[src/rtl/arrow_pkg.sv]
// -----------------------------------------------------------------------------
// arrow_pkg
// Constants and types shared by the arrow scroll scheduler and the pixel
// renderer: lane numbering, y coordinate width, target row and hit window.
// -----------------------------------------------------------------------------
package arrow_pkg;

  typedef logic [1:0] lane_t;

  localparam lane_t LANE_LEFT  = 2'd0;
  localparam lane_t LANE_DOWN  = 2'd1;
  localparam lane_t LANE_UP    = 2'd2;
  localparam lane_t LANE_RIGHT = 2'd3;

  localparam int YW          = 10;  // y coordinate width
  localparam int TARGET_Y    = 36;  // row of the fixed target frames (vposframe)
  localparam int HIT_WIN     = 16;  // max |y - TARGET_Y| that still counts as a hit
  localparam int PERFECT_WIN = HIT_WIN / 4;

  typedef enum logic {
    ST_IDLE,
    ST_SCAN
  } state_t;

endpackage

[src/rtl/arrow_scroll_scheduler_free_slot_finder.sv]
// -----------------------------------------------------------------------------
// free_slot_finder
// Priority encoder returning the lowest-index slot whose valid bit is clear.
//   valid    : per-slot live flags
//   any_free : at least one slot is free
//   free_idx : lowest free slot index (0 when none is free)
// -----------------------------------------------------------------------------
module free_slot_finder #(
  parameter int SLOTS = 8
) (
  input  logic [SLOTS-1:0]         valid,
  output logic                     any_free,
  output logic [$clog2(SLOTS)-1:0] free_idx
);

  localparam int IW = $clog2(SLOTS);

  assign any_free = ~&valid;

  // NOTE: assigning a default before the loop keeps this purely combinational;
  // a path that leaves free_idx unassigned would infer a latch.
  always_comb begin
    free_idx = '0;
    // Walk downward so the last hit, i.e. the lowest free index, wins.
    for (int i = SLOTS - 1; i >= 0; i--) begin
      if (!valid[i]) free_idx = IW'(i);
    end
  end

endmodule

[src/rtl/arrow_scroll_scheduler.sv]
// -----------------------------------------------------------------------------
// arrow_scroll_scheduler
// Owns the pool of scrolling arrow sprites. On each frame_tick it scans every
// slot once (one slot per cycle) to resolve presses as hits, retire arrows past
// the window as misses, and move the rest up by SPEED pixels. Spawns are taken
// only while idle, so the renderer sees stable positions outside the scan.
//   clk, rst                 : clock, asynchronous active-high reset
//   frame_tick               : start-of-vblank pulse, launches a scan
//   spawn_valid/lane/ready   : spawn handshake from the step-chart sequencer
//   press[3:0]               : per-lane debounced button pulses
//   rd_idx -> rd_valid/lane/y: renderer slot read port (combinational)
//   hit_valid/lane/perfect   : one-cycle hit report
//   miss_valid/lane          : one-cycle miss report
//   busy                     : scan in progress
// -----------------------------------------------------------------------------
module arrow_scroll_scheduler #(
  parameter int SLOTS    = 8,
  parameter int YW       = arrow_pkg::YW,
  parameter int SPEED    = 2,
  parameter int SPAWN_Y  = 480,
  parameter int TARGET_Y = arrow_pkg::TARGET_Y,
  parameter int HIT_WIN  = arrow_pkg::HIT_WIN
) (
  input  logic                     clk,
  input  logic                     rst,
  input  logic                     frame_tick,
  input  logic                     spawn_valid,
  input  logic [1:0]               spawn_lane,
  output logic                     spawn_ready,
  input  logic [3:0]               press,
  input  logic [$clog2(SLOTS)-1:0] rd_idx,
  output logic                     rd_valid,
  output logic [1:0]               rd_lane,
  output logic [YW-1:0]            rd_y,
  output logic                     hit_valid,
  output logic [1:0]               hit_lane,
  output logic                     hit_perfect,
  output logic                     miss_valid,
  output logic [1:0]               miss_lane,
  output logic                     busy
);

  import arrow_pkg::*;

  localparam int IW = $clog2(SLOTS);

  localparam logic [YW-1:0] TGT    = YW'(TARGET_Y);
  localparam logic [YW-1:0] WIN    = YW'(HIT_WIN);
  localparam logic [YW-1:0] PERF   = YW'(HIT_WIN / 4);
  localparam logic [YW-1:0] STEP   = YW'(SPEED);
  localparam logic [YW-1:0] START  = YW'(SPAWN_Y);
  // Below this row one more move would carry the arrow past the window.
  localparam logic [YW-1:0] MISS_Y = YW'(TARGET_Y - HIT_WIN + SPEED);
  localparam logic [IW-1:0] LAST   = IW'(SLOTS - 1);

  state_t          state;
  logic [IW-1:0]   idx;
  logic [3:0]      snap;
  logic [3:0]      pend;
  logic [SLOTS-1:0] slot_valid;
  lane_t           slot_lane [SLOTS];
  logic [YW-1:0]   slot_y    [SLOTS];

  logic            any_free;
  logic [IW-1:0]   free_idx;
  logic            spawn_fire;

  free_slot_finder #(.SLOTS(SLOTS)) u_free (
    .valid    (slot_valid),
    .any_free (any_free),
    .free_idx (free_idx)
  );

  assign spawn_ready = (state == ST_IDLE) & ~frame_tick & any_free;
  assign spawn_fire  = spawn_valid & spawn_ready;

  // Slot under the scan pointer.
  logic          cur_valid;
  lane_t         cur_lane;
  logic [YW-1:0] cur_y;
  logic [YW-1:0] cur_dist;
  logic          hit_now;
  logic          miss_now;
  logic          move_now;

  assign cur_valid = slot_valid[idx];
  assign cur_lane  = slot_lane[idx];
  assign cur_y     = slot_y[idx];
  assign cur_dist  = (cur_y >= TGT) ? (cur_y - TGT) : (TGT - cur_y);
  assign hit_now   = (state == ST_SCAN) & cur_valid & snap[cur_lane] & (cur_dist <= WIN);
  assign miss_now  = (state == ST_SCAN) & cur_valid & ~hit_now & (cur_y < MISS_Y);
  assign move_now  = (state == ST_SCAN) & cur_valid & ~hit_now & ~miss_now;

  assign rd_valid = slot_valid[rd_idx];
  assign rd_lane  = slot_lane[rd_idx];
  assign rd_y     = slot_y[rd_idx];

  // NOTE: all sequential state uses non-blocking assignments so every register
  // samples pre-edge values regardless of statement order.
  always_ff @(posedge clk or posedge rst) begin
    if (rst) begin
      state       <= ST_IDLE;
      idx         <= '0;
      snap        <= '0;
      pend        <= '0;
      slot_valid  <= '0;
      busy        <= 1'b0;
      hit_valid   <= 1'b0;
      hit_lane    <= '0;
      hit_perfect <= 1'b0;
      miss_valid  <= 1'b0;
      miss_lane   <= '0;
    end else begin
      hit_valid  <= 1'b0;
      miss_valid <= 1'b0;

      // Presses outside the snapshot cycle wait for the next frame.
      if (state == ST_IDLE && frame_tick) pend <= '0;
      else                                pend <= pend | press;

      case (state)
        ST_IDLE: begin
          if (frame_tick) begin
            state <= ST_SCAN;
            idx   <= '0;
            snap  <= pend | press;
            busy  <= 1'b1;
          end else if (spawn_fire) begin
            slot_valid[free_idx] <= 1'b1;
          end
        end
        ST_SCAN: begin
          if (hit_now) begin
            slot_valid[idx]  <= 1'b0;
            hit_valid        <= 1'b1;
            hit_lane         <= cur_lane;
            hit_perfect      <= (cur_dist <= PERF);
            snap[cur_lane]   <= 1'b0;  // one press hits at most one arrow
          end else if (miss_now) begin
            slot_valid[idx]  <= 1'b0;
            miss_valid       <= 1'b1;
            miss_lane        <= cur_lane;
          end
          if (idx == LAST) begin
            state <= ST_IDLE;
            busy  <= 1'b0;
          end else begin
            idx <= idx + IW'(1);
          end
        end
        default: state <= ST_IDLE;
      endcase
    end
  end

  // NOTE: lane and y form a register file qualified by slot_valid, so they
  // carry no reset; only the valid bits must clear.
  always_ff @(posedge clk) begin
    if (spawn_fire) begin
      slot_lane[free_idx] <= spawn_lane;
      slot_y[free_idx]    <= START;
    end else if (move_now) begin
      slot_y[idx] <= cur_y - STEP;
    end
  end

endmodule

[config.mk]
export PLATFORM = sky130hd
export DESIGN_NAME = arrow_scroll_scheduler
export DESIGN_NICKNAME = d
export VERILOG_FILES = /design/src/rtl/arrow_pkg.sv /design/src/rtl/arrow_scroll_scheduler_free_slot_finder.sv /design/src/rtl/arrow_scroll_scheduler.sv
export SDC_FILE = /design/constraint.sdc
export NUM_CORES = 1
export LEC_CHECK = 0
export BUFFER_PORTS_ARGS = -buffer_cell sky130_fd_sc_hd__buf_4
export CORE_MARGIN = 3
export CORE_UTILIZATION = 30
export DETAILED_ROUTE_END_ITERATION = 6
export PLACE_DENSITY = 0.44
export SLEW_MARGIN = 25
export SYNTH_ARGS = -nofsm -noshare
export SYNTH_HDL_FRONTEND = slang
export SYNTH_SLANG_ARGS = --single-unit
[constraint.sdc]
create_clock -name clk -period 5.42 [get_ports clk]
set_input_delay 0.542 -clock clk [delete_from_list [all_inputs] [get_ports clk]]
set_output_delay 0.542 -clock clk [all_outputs]
set_load 0.01 [all_outputs]
==> impl_metrics.env <==
export IMPL_gp_congestion=0.819
export IMPL_finalMaxSlewViolations=0
export IMPL_io_buffer_count=34
export IMPL_overflow=0
export IMPL_synth_cells=458
export IMPL_synth_top_area_share_pct=43.8
export IMPL_synth_fa_ha_area_share_pct=1.14
export IMPL_slowest_stage="dfrtp_1"
export IMPL_holdCritPathClass="primary input to asynchronous set/reset pin"
export IMPL_grt_max_degree=29
export IMPL_critical_path_top_delay_family="compound AO/OA/AOI/OAI gates"
export IMPL_status="finished clean"
export IMPL_path_cells="buf_4 > mux4_1 > mux2_2 > inv_1 > ha_1 > a31oi_1 > o31ai_1 > o31ai_4 > xnor2_1 > o2111ai_1 > nand3b_4 > nor3_1"
export IMPL_finalPower_w=0.00505
export IMPL_period_minus_slack_ps=4790
export IMPL_synth_distinct_cells=58
export IMPL_start_kind="flop"
export IMPL_cts_resized=0
export IMPL_nNetsFinal=525
export IMPL_coreArea_mm2=0.0213
export IMPL_reg2reg_slack_ps=630
export IMPL_synth_seq_cells=124
export IMPL_cp_num_buf_inv=2
export IMPL_slew_headroom_pct=46.8
export IMPL_rsz0062_at_grt="no"
export IMPL_max_cap_violations=0
export IMPL_powerDensity_mw_per_mm2=644
export IMPL_ys_dominant_reg_cell="edfxtp_1"
export IMPL_path_depth=12
export IMPL_pin_count=35
export IMPL_cp_arrival_ps=4890
export IMPL_setup_tns_ps=0
export IMPL_grt_util_all_layers_pct=15.4
export IMPL_via_count=4135
export IMPL_synth_edf_count=96
export IMPL_clock_latency_ps=410
export IMPL_reg2reg_depth=12
export IMPL_dieArea_mm2=0.0238
export IMPL_antennaDiodeCount=0
export IMPL_ir_drop_v=0.000278
export IMPL_cts_made_buffers=17
export IMPL_worstSetupEndpointType="flop"
export IMPL_clockBufferDepth=2
export IMPL_synth_compound_area_share_pct=8.78
export IMPL_die_y_um=154
export IMPL_cts_tree="done"
export IMPL_antenna_found_initial=0
export IMPL_max_slew_worst_pin_slew_ps=798
export IMPL_synth_top_family_by_area="multiplexers"
export IMPL_post_drt_wl_per_cell_um=22.5
export IMPL_cts_hold_buf=0
export IMPL_avgSynthCellArea_um2=14.4
export IMPL_place_ws_ps=622
export IMPL_rows=53
export IMPL_yosys_area_share_simple_pct=8.25
export IMPL_path_clk_slew_ps=60
export IMPL_fin_ws_ps=631
export IMPL_synth_mux_area_share_pct=22.7
export IMPL_ant_nets=0
export IMPL_synth_xor_area_share_pct=1.46
export IMPL_r2r_start="idx[1]"
export IMPL_synthToLayoutAreaGrowth_pct=19.0
export IMPL_path_max_fanout=18
export IMPL_postCtsSetupBuffers=0
export IMPL_synth_area_leaders="edfxtp_1, mux4_2, dfrtp_1, mux2_2, mux4_1"
export IMPL_grt_pass1_wl_um=27400
export IMPL_synth_warnings=0
export IMPL_slowest_delay_ps=850
export IMPL_fp_dieW_um=154
export IMPL_hold_viol=0
export IMPL_cts_sinks=124
export IMPL_ys_seq_area_share_pct=54.4
export IMPL_cp_data_required_time_ps=5520
export IMPL_crit_type="flop to flop"
export IMPL_r2r_end="slot_y[4][1]"
export IMPL_dpl_hpwl_um=13000
export IMPL_synthArstFlopShare_pct=22.6
export IMPL_cts_root_buf="clkbuf_16"
export IMPL_syn_nets=477
export IMPL_synth_area_leader_cell="edfxtp_1"
export IMPL_drc=0
export IMPL_dr_first_iter_drc_count=272
export IMPL_start_util_pct=30.9
export IMPL_routed_wl_um=17900
export IMPL_netlist_area_mm2=0.00658
export IMPL_h_tree_depth=4
export IMPL_setup_viol=0
export IMPL_grt_pass1_vias=4309
export IMPL_post_drt_via_cell_ratio=5.21
export IMPL_max_freq_mhz=209
export IMPL_final_layout_size_suffix_gt1_share_pct=31.2
export IMPL_skew_ps=9.80
export IMPL_timing_final_crit_share_pct=88.4
export IMPL_drt_first_pass_iters=5
export IMPL_p_leak_nw=2.76
[worst min-delay path: cells and delay by family]
family | cells | cell delay (ps)
buffers and inverters | 3 | 480
[power breakdown]
| group | leakage, nW | internal [W] | switching, W |
|---|---|---|---|
| clock network | 0.278 | 0.000686 | 0.000417 |
| registers | 1.19 | 0.00145 | 0.000191 |
| logic | 1.29 | 0.000914 | 0.00138 |
[logic make-up (layout without fill, tap and decap cells)]
family	count (synthesis)	count (layout)
xor+xnor	11	11
buf+inv	43	104
flops	124	124
simple gates	108	108
mux	86	86
fa+ha+maj	6	6
compound gates	80	80
[state kept, by name, summed over array words and instances, names as in the netlist]
register	cells
state	1
slot_y	80
hit_perfect	1
hit_lane	2
miss_lane	2
busy	1
slot_valid	8
miss_valid	1
snap	4
pend	4
hit_valid	1
slot_lane	16
idx	3
[worst max path at each step]
| stage | start | to | slack (ps) |
|---|---|---|---|
| final | idx[1] | slot_y[4][1] | 630 |
| after global routing | idx[1] | slot_y[4][1] | 240 |
| after CTS | idx[1] | slot_y[4][1] | 610 |
| after detailed placement | idx[1] | slot_y[6][9] | 620 |
| after global placement | idx[1] | slot_y[5][9] | 740 |
| after floorplan | idx[0] | slot_y[1][0] | 550 |
[layout make-up]
| cell class | count | area, um^2 |
|---|---|---|
| tap | 275 | 344 |
| clock inverter | 9 | 86.3 |
| inverter | 17 | 63.8 |
| multi-input combinational | 291 | 2850 |
| fill | 2023 | 13500 |
| timing repair buffer | 55 | 413 |
| sequential | 124 | 3580 |
| clock buffer | 23 | 490 |
[metal layers]
| layer | routed length, um | global-route usage [%] |
|---|---|---|
| met5 | 0 | 0 |
| met3 | 686 | 3.55 |
| met4 | 178 | 3.20 |
| met2 | 9010 | 25.9 |
| met1 | 8000 | 20.6 |
[metrics by stage]
step | cells | util [%] | hold slack [ps] | area, um^2
after floorplan | 458 | - | 447 | 6580
after global placement | 762 | 34.1 | 468 | 7250
after detailed placement | 762 | 34.1 | 467 | 7250
after CTS | 794 | 36.8 | 210 | 7830
after global routing | 794 | 36.8 | 232 | 7830
final | 794 | 36.8 | 207 | 7830
[cell usage in the layout (no fill, tap or decap), types with 4 or more instances in the layout]
cell type | Yosys | routed
mux4_2 | 35 | 35
clkbuf_1 | 12 | 4
mux4_1 | 7 | 7
o32a_1 | 7 | 7
nand3_1 | 7 | 7
clkbuf_16 | 0 | 19
dfrtp_1 | 28 | 27
nor2b_1 | 5 | 5
mux2_2 | 23 | 23
mux2i_4 | 4 | 4
nand2_1 | 33 | 33
xnor2_1 | 9 | 9
inv_1 | 17 | 17
a21oi_1 | 16 | 16
edfxtp_1 | 96 | 96
o32ai_2 | 0 | 8
nand2b_1 | 8 | 8
ha_1 | 6 | 6
o21ai_0 | 18 | 18
buf_4 | 2 | 55
nor2_1 | 33 | 33
mux2i_1 | 16 | 16
[synth_stat cells, types with 2 or more instances]
cell type,count
a2111oi_0,2
a211oi_1,3
a21boi_0,2
a21o_1,3
a21oi_1,16
a2bb2oi_1,2
a31oi_1,3
and2_1,3
and3_1,3
buf_1,2
buf_2,6
buf_4,2
buf_6,3
clkbuf_1,12
dfrtp_1,28
edfxtp_1,96
ha_1,6
inv_1,17
mux2_2,23
mux2i_1,16
mux2i_4,4
mux4_1,7
mux4_2,35
nand2_1,33
nand2b_1,8
nand3_1,7
nand4_1,2
nor2_1,33
nor2b_1,5
nor3_1,2
nor4b_1,3
o21ai_0,18
o22ai_1,3
o32a_1,7
o32ai_1,10
or3_1,2
xnor2_1,9
xor2_1,2
Power figures use the tool's default switching activity.
